==> src/rtl/cic_decim_ctrl_pkg.sv <==
// Shared types and rate bounds for the CIC decimator controller.
package cic_decim_ctrl_pkg;
  typedef enum logic {IDLE = 1'b0, RUN = 1'b1} state_t;

  localparam int MIN_RATE = 2;

  function automatic logic rate_legal(input int r, input int max_r);
    return (r >= MIN_RATE) && (r <= max_r);
  endfunction
endpackage

==> src/rtl/cic_decim_rate_cnt.sv <==
// Sample counter with wrap compare and a pending-rate register that is
// swapped in only at a frame boundary, so a frame never runs at a mixed rate.
module cic_decim_rate_cnt
  import cic_decim_ctrl_pkg::*;
#(
  parameter int MAXRATE   = 1000,
  parameter int CNT_WIDTH = 10,
  parameter int DEFRATE   = 1000
) (
  input  logic                 clk_i,
  input  logic                 rst_i,
  input  logic                 acc_i,
  input  logic                 clr_i,
  input  logic                 sync_i,
  input  logic                 rate_ld_i,
  input  logic [CNT_WIDTH-1:0] rate_i,
  output logic                 wrap_o,
  output logic                 ld_err_o,
  output logic [CNT_WIDTH-1:0] rate_o
);
  localparam logic [CNT_WIDTH-1:0] DEF_R = CNT_WIDTH'(DEFRATE);
  localparam logic [CNT_WIDTH-1:0] ONE   = CNT_WIDTH'(1);

  logic [CNT_WIDTH-1:0] cnt_q, rate_q, pend_q, eff_r;
  logic                 pend_v_q, ld_ok, eff_v, apply;

  assign ld_ok    = rate_ld_i && rate_legal(int'(rate_i), MAXRATE);
  assign ld_err_o = rate_ld_i && !ld_ok;
  // A load arriving this cycle counts as already pending, so it can be
  // applied by a coincident wrap, sync or idle-zero boundary.
  assign eff_v    = pend_v_q || ld_ok;
  assign eff_r    = ld_ok ? rate_i : pend_q;
  assign wrap_o   = acc_i && (cnt_q == rate_q - ONE);
  assign apply    = eff_v && (wrap_o || sync_i || ((cnt_q == '0) && !acc_i));
  assign rate_o   = rate_q;

  always_ff @(posedge clk_i or posedge rst_i) begin
    if (rst_i) begin
      cnt_q    <= '0;
      rate_q   <= DEF_R;
      pend_q   <= '0;
      pend_v_q <= 1'b0;
    end else begin
      if (sync_i || clr_i)
        cnt_q <= '0;
      else if (acc_i)
        cnt_q <= wrap_o ? '0 : cnt_q + ONE;

      if (apply) begin
        rate_q   <= eff_r;
        pend_v_q <= 1'b0;
      end else if (ld_ok) begin
        pend_q   <= rate_i;
        pend_v_q <= 1'b1;
      end
    end
  end
endmodule

==> src/rtl/cic_decim_ctrl.sv <==
// Run/idle control for a CIC decimator: generates the input activity and
// decimation strobes, tracks the active rate and flags rejected rate loads.
module cic_decim_ctrl
  import cic_decim_ctrl_pkg::*;
#(
  parameter int MAXRATE   = 1000,
  parameter int CNT_WIDTH = 10,
  parameter int DEFRATE   = 1000
) (
  input  logic                 clk_i,
  input  logic                 rst_i,
  input  logic                 en_i,
  input  logic                 valid_i,
  input  logic [CNT_WIDTH-1:0] rate_i,
  input  logic                 rate_ld_i,
  input  logic                 sync_i,
  input  logic                 cic_val_i,
  output logic                 act_o,
  output logic                 act_out_o,
  output logic                 val_o,
  output logic [CNT_WIDTH-1:0] rate_o,
  output logic                 err_o
);
  state_t state_q, state_d;
  logic   run, acc, clr, wrap, ld_err;
  logic   act_q, act_out_q, val_q, err_q;

  always_ff @(posedge clk_i or posedge rst_i) begin
    if (rst_i) state_q <= IDLE;
    else       state_q <= state_d;
  end

  always_comb begin
    state_d = state_q;
    case (state_q)
      IDLE:    if (en_i)  state_d = RUN;
      RUN:     if (!en_i) state_d = IDLE;
      default: state_d = IDLE;
    endcase
  end

  // The exit cycle (RUN with en_i low) accepts no sample, so act_o is
  // never seen high once the FSM is back in IDLE.
  always_comb begin
    run = (state_q == RUN);
    acc = run && en_i && valid_i;
    clr = run && !en_i;
  end

  cic_decim_rate_cnt #(
    .MAXRATE  (MAXRATE),
    .CNT_WIDTH(CNT_WIDTH),
    .DEFRATE  (DEFRATE)
  ) u_cnt (
    .clk_i    (clk_i),
    .rst_i    (rst_i),
    .acc_i    (acc),
    .clr_i    (clr),
    .sync_i   (sync_i),
    .rate_ld_i(rate_ld_i),
    .rate_i   (rate_i),
    .wrap_o   (wrap),
    .ld_err_o (ld_err),
    .rate_o   (rate_o)
  );

  always_ff @(posedge clk_i or posedge rst_i) begin
    if (rst_i) begin
      act_q     <= 1'b0;
      act_out_q <= 1'b0;
      val_q     <= 1'b0;
      err_q     <= 1'b0;
    end else begin
      act_q     <= acc;
      act_out_q <= wrap && !sync_i;
      val_q     <= cic_val_i && (state_d == RUN);
      err_q     <= err_q || ld_err;
    end
  end

  assign act_o     = act_q;
  assign act_out_o = act_out_q;
  assign val_o     = val_q;
  assign err_o     = err_q;
endmodule

==> config.mk <==
export PLATFORM = sky130hd
export DESIGN_NAME = cic_decim_ctrl
export DESIGN_NICKNAME = d
export VERILOG_FILES = /design/src/rtl/cic_decim_ctrl_pkg.sv /design/src/rtl/cic_decim_rate_cnt.sv /design/src/rtl/cic_decim_ctrl.sv
export SDC_FILE = /design/constraint.sdc
export NUM_CORES = 1
export LEC_CHECK = 0
export BUFFER_PORTS_ARGS = -buffer_cell sky130_fd_sc_hd__buf_2
export CORE_ASPECT_RATIO = 0.8
export CORE_MARGIN = 2
export CORE_UTILIZATION = 59
export CTS_CLUSTER_DIAMETER = 200
export CTS_CLUSTER_SIZE = 28
export DETAILED_ROUTE_END_ITERATION = 6
export PLACE_DENSITY = 0.91
export RECOVER_POWER = 100
export SLEW_MARGIN = 20
export SYNTH_ARGS = -nofsm -noshare
export SYNTH_HDL_FRONTEND = slang
export SYNTH_SLANG_ARGS = --single-unit
==> constraint.sdc <==
create_clock -name clk_i -period 9.25 [get_ports clk_i]
set_clock_uncertainty 0.2 [all_clocks]
set_input_delay 1.85 -clock clk_i [delete_from_list [all_inputs] [get_ports clk_i]]
set_output_delay 1.85 -clock clk_i [all_outputs]
set_load 0.02 [all_outputs]
==> results.sh <==
export IMPL_run_status="complete, but fails checks"
export IMPL_violated_checks="max-capacitance violations, max-slew violations"
export IMPL_wl_met1_mm=2.02
export IMPL_antenna_found_initial=0
export IMPL_grt_remaining_overflow=0
export IMPL_critical_path_capture_point_type="register"
export IMPL_period_minus_slack_ps=4700
export IMPL_critical_path_max_stage_delay_ps=980
export IMPL_clock_tree_from_tritoncts="built"
export IMPL_r2r_start="u_cnt.rate_o[0]$_DFFE_PP0P_"
export IMPL_synthCells=189
export IMPL_finalPower_w=0.000399
export IMPL_max_cap_violations=1
export IMPL_slew_worst_pin_ps=1870
export IMPL_setup_viol=0
export IMPL_yosysSeqAreaShare_pct=45.9
export IMPL_crit_path_cell_trace="clkbuf_1 > nand3_1 > inv_1 > nand4_1 > a2111oi_0 > a21o_4 > a21boi_0 > o2bb2a_1"
export IMPL_reg2reg_slack_ps=4710
export IMPL_synth_cell_type_count=45
export IMPL_root_buffer="sky130_fd_sc_hd__clkbuf_8"
export IMPL_die_w_um=68.7
export IMPL_nets=240
export IMPL_finalHoldViolCount=0
export IMPL_n_fill_cell=253
export IMPL_cp_top_family="compound AO/OA/AOI/OAI gates"
export IMPL_synth_seq_cells=36
export IMPL_num_rows=18
export IMPL_floorplan_core_area_um2=3150
export IMPL_postSynth_asyncResetShare_pct=100
export IMPL_ctsHtreeMaxLevel=2
export IMPL_critical_path_endpoint="u_cnt.rate_o[9]$_DFFE_PP1P_"
export IMPL_maxSlewViolCount=37
export IMPL_cp_startpoint="en_i"
export IMPL_cts_buffers=5
export IMPL_postSynthNetCount=209
export IMPL_yosys_most_used_dff="sky130_fd_sc_hd__dfrtp_1"
export IMPL_critical_path_slowest_cell="sky130_fd_sc_hd__a21boi_0"
export IMPL_postSynthAreaPerCell_um2=10.5
export IMPL_finish_utilization_pct=69.7
export IMPL_fin_setup_tns_ps=0
export IMPL_drt_pass_1_iters=4
export IMPL_ff_latch_area_um2=908
export IMPL_commonest_non_fill_non_tap_cells_in_the_layout="sky130_fd_sc_hd__dfrtp_1, sky130_fd_sc_hd__buf_2, sky130_fd_sc_hd__clkbuf_1"
export IMPL_final_instance_count_excl_fill=261
export IMPL_synth_enable_flop_cells=0
export IMPL_multi_input_area_um2=966
export IMPL_rr_worst_depth=7
export IMPL_post_drt_wl_per_cell_um=16.6
export IMPL_critPathLaunchType="input port"
export IMPL_dieArea_um2=3830
export IMPL_drt_iter0_drcs=148
export IMPL_crit_path_depth=8
export IMPL_met2WireLength_mm=1.95
export IMPL_cts_hold_buf=0
export IMPL_global_route_usage_total_pct=24.9
export IMPL_io_pin_count=31
export IMPL_critical_path_required_ps=9280
export IMPL_final_common_cell="sky130_fd_sc_hd__dfrtp_1"
export IMPL_clkSinkCount=36
export IMPL_area_growth_syn_to_layout_pct=11.1
export IMPL_antennaDiodeCount=0
export IMPL_post_cts_setup_buffer_count=0
export IMPL_path_clk_slew_ps=70
export IMPL_grt_pass1_vias=1510
export IMPL_drt_drc_violations_left=0
export IMPL_worstReg2RegEnd="u_cnt.rate_o[9]$_DFFE_PP1P_"
export IMPL_io_buffers=30
export IMPL_synthesis_area_um2=1980
export IMPL_grt_max_degree=37
export IMPL_post_drt_via_cell_ratio=6.17
export IMPL_maxClockFrequency_mhz=213
export IMPL_worstSkewPairLatency_ps=290
export IMPL_final_hold_worst_slack_ps=286
export IMPL_buffers_and_inverters_on_the_worst_path=2
export IMPL_timing_worst_setup_path_type="in -> reg"
export IMPL_highest_layer="met4"
export IMPL_final_layout_size_suffix_gt1_share_pct=18.6
export IMPL_routed_wl_mm=4.34
export IMPL_worstHoldPathType="reg -> reg"
export IMPL_met3_length_um=270
export IMPL_timing_final_crit_share_pct=50.9
export IMPL_arrival_time_at_the_worst_endpoint_ps=4740
export IMPL_placed_cells_incl_taps=253
export IMPL_cts_repair_resized=0
export IMPL_timing_critical_path_fanout_max=13
export IMPL_vdd_drop_max_mv=0.136
export IMPL_cts_buffer_depth=2
export IMPL_grt_setup_unrepaired="false"
export IMPL_globalplace_congestion=0.842
export IMPL_vias=1610
export IMPL_grt_first_pass_wirelength_mm=7.14
export IMPL_static_leakage_power_nw=0.916
export IMPL_synthesis_yosys_warnings=0
export IMPL_ant_nets=0
export IMPL_dieHeight_um=55.8
export IMPL_power_per_cell_area_nw_per_um2=181
export IMPL_dp_hpwl_mm=3.06
export IMPL_slew_headroom_pct=-24.6
export IMPL_floorplan_initialDensity_pct=62.7
## registers in the layout, indices dropped and copies added, names as in the netlist
register,flops
act_o,1
act_out_o,1
err_o,1
run,1
u_cnt.cnt_q,10
u_cnt.pend_q,10
u_cnt.pend_v_q,1
u_cnt.rate_o,10
val_o,1
## cell families after synthesis
| group | share of synthesized area [%] |
|---|---|
| AND/OR/NAND/NOR | 15.9 |
| AO/OA/AOI/OAI | 20.1 |
| flip-flops | 45.9 |
| buffers and inverters | 3.54 |
| multiplexers | 7.28 |
| XOR/XNOR | 5.32 |
| adder cells (fa/ha/maj) | 1.90 |
## final cells by class
type | count | share of cell area (%)
Sequential cell | 36 | 41.3
Multi-Input combinational cell | 135 | 44.0
Timing Repair Buffer | 32 | 6.44
Tap cell | 40 | 2.28
Clock inverter | 1 | 0.342
Clock buffer | 7 | 3.93
Inverter | 10 | 1.71
## power by group
group	leakage [nW]	internal (W)	switching, W
clock	0.0445	0.0000605	0.0000583
sequential	0.442	0.000181	0.0000201
combinational	0.430	0.0000371	0.0000412
total	0.916	0.000279	0.000120
## stage by stage
step,instance area [um^2],worst slack [ps]
6_report,2200,4550
2_1_floorplan,1980,5680
3_3_place_gp,2160,5190
5_1_grt,2200,4370
3_5_place_dp,2160,5090
4_1_cts,2250,5400
## how the worst min path moves through the flow
stage	start	slack [ps]	cells after the start	endpoint
2_1_floorplan	u_cnt.pend_q[0]$_DFFE_PP0N_	280	1	u_cnt.pend_q[0]$_DFFE_PP0N_
3_3_place_gp	err_o$_DFF_PP0_	270	1	err_o$_DFF_PP0_
3_5_place_dp	err_o$_DFF_PP0_	270	1	err_o$_DFF_PP0_
4_1_cts	err_o$_DFF_PP0_	290	1	err_o$_DFF_PP0_
5_1_grt	err_o$_DFF_PP0_	290	1	err_o$_DFF_PP0_
6_report	err_o$_DFF_PP0_	290	1	err_o$_DFF_PP0_
## worst register-to-register path: stages, from the launching register on
cell                        delay, ps
sky130_fd_sc_hd__dfrtp_1          450
sky130_fd_sc_hd__or4_1            650
sky130_fd_sc_hd__or4_1            530
sky130_fd_sc_hd__a21o_1           200
sky130_fd_sc_hd__a2111oi_0        840
sky130_fd_sc_hd__a21o_4           320
sky130_fd_sc_hd__a21boi_0         990
sky130_fd_sc_hd__o2bb2a_1         300
## cell usage after synthesis (2+ instances only)
library cell	count	area, um^2
sky130_fd_sc_hd__a22o_1	4	35.0
sky130_fd_sc_hd__nor3_1	5	25.0
sky130_fd_sc_hd__xnor2_1	7	61.3
sky130_fd_sc_hd__or4_1	2	15.0
sky130_fd_sc_hd__nor2b_1	3	18.8
sky130_fd_sc_hd__a21o_1	3	22.5
sky130_fd_sc_hd__nand2b_1	4	25.0
sky130_fd_sc_hd__inv_1	10	37.5
sky130_fd_sc_hd__nand3_1	8	40.0
sky130_fd_sc_hd__xor2_1	5	43.8
sky130_fd_sc_hd__buf_2	2	10.0
sky130_fd_sc_hd__nand3b_1	3	22.5
sky130_fd_sc_hd__dfstp_2	6	158
sky130_fd_sc_hd__mux2_2	11	124
sky130_fd_sc_hd__mux2i_1	2	20.0
sky130_fd_sc_hd__nand2_1	9	33.8
sky130_fd_sc_hd__o21ai_0	4	20.0
sky130_fd_sc_hd__nor3b_1	2	15.0
sky130_fd_sc_hd__dfrtp_1	30	751
sky130_fd_sc_hd__a21oi_1	8	40.0
sky130_fd_sc_hd__clkbuf_1	6	22.5
sky130_fd_sc_hd__nand4_1	4	25.0
sky130_fd_sc_hd__nor2_1	7	26.3
sky130_fd_sc_hd__ha_1	3	37.5
sky130_fd_sc_hd__nor4_1	4	25.0
sky130_fd_sc_hd__o22ai_1	10	62.6
sky130_fd_sc_hd__a2bb2oi_1	9	78.8
## metal layers
| layer | global-route usage, % | up-vias |
|---|---|---|
| met2 | 34.9 | 60 |
| met1 | 36.9 | 776 |
| li1 | - | 763 |
| met4 | 12.0 | 0 |
| met5 | 0 | - |
| met3 | 4.25 | 11 |
Note: power is estimated with default switching activity, not from simulation.
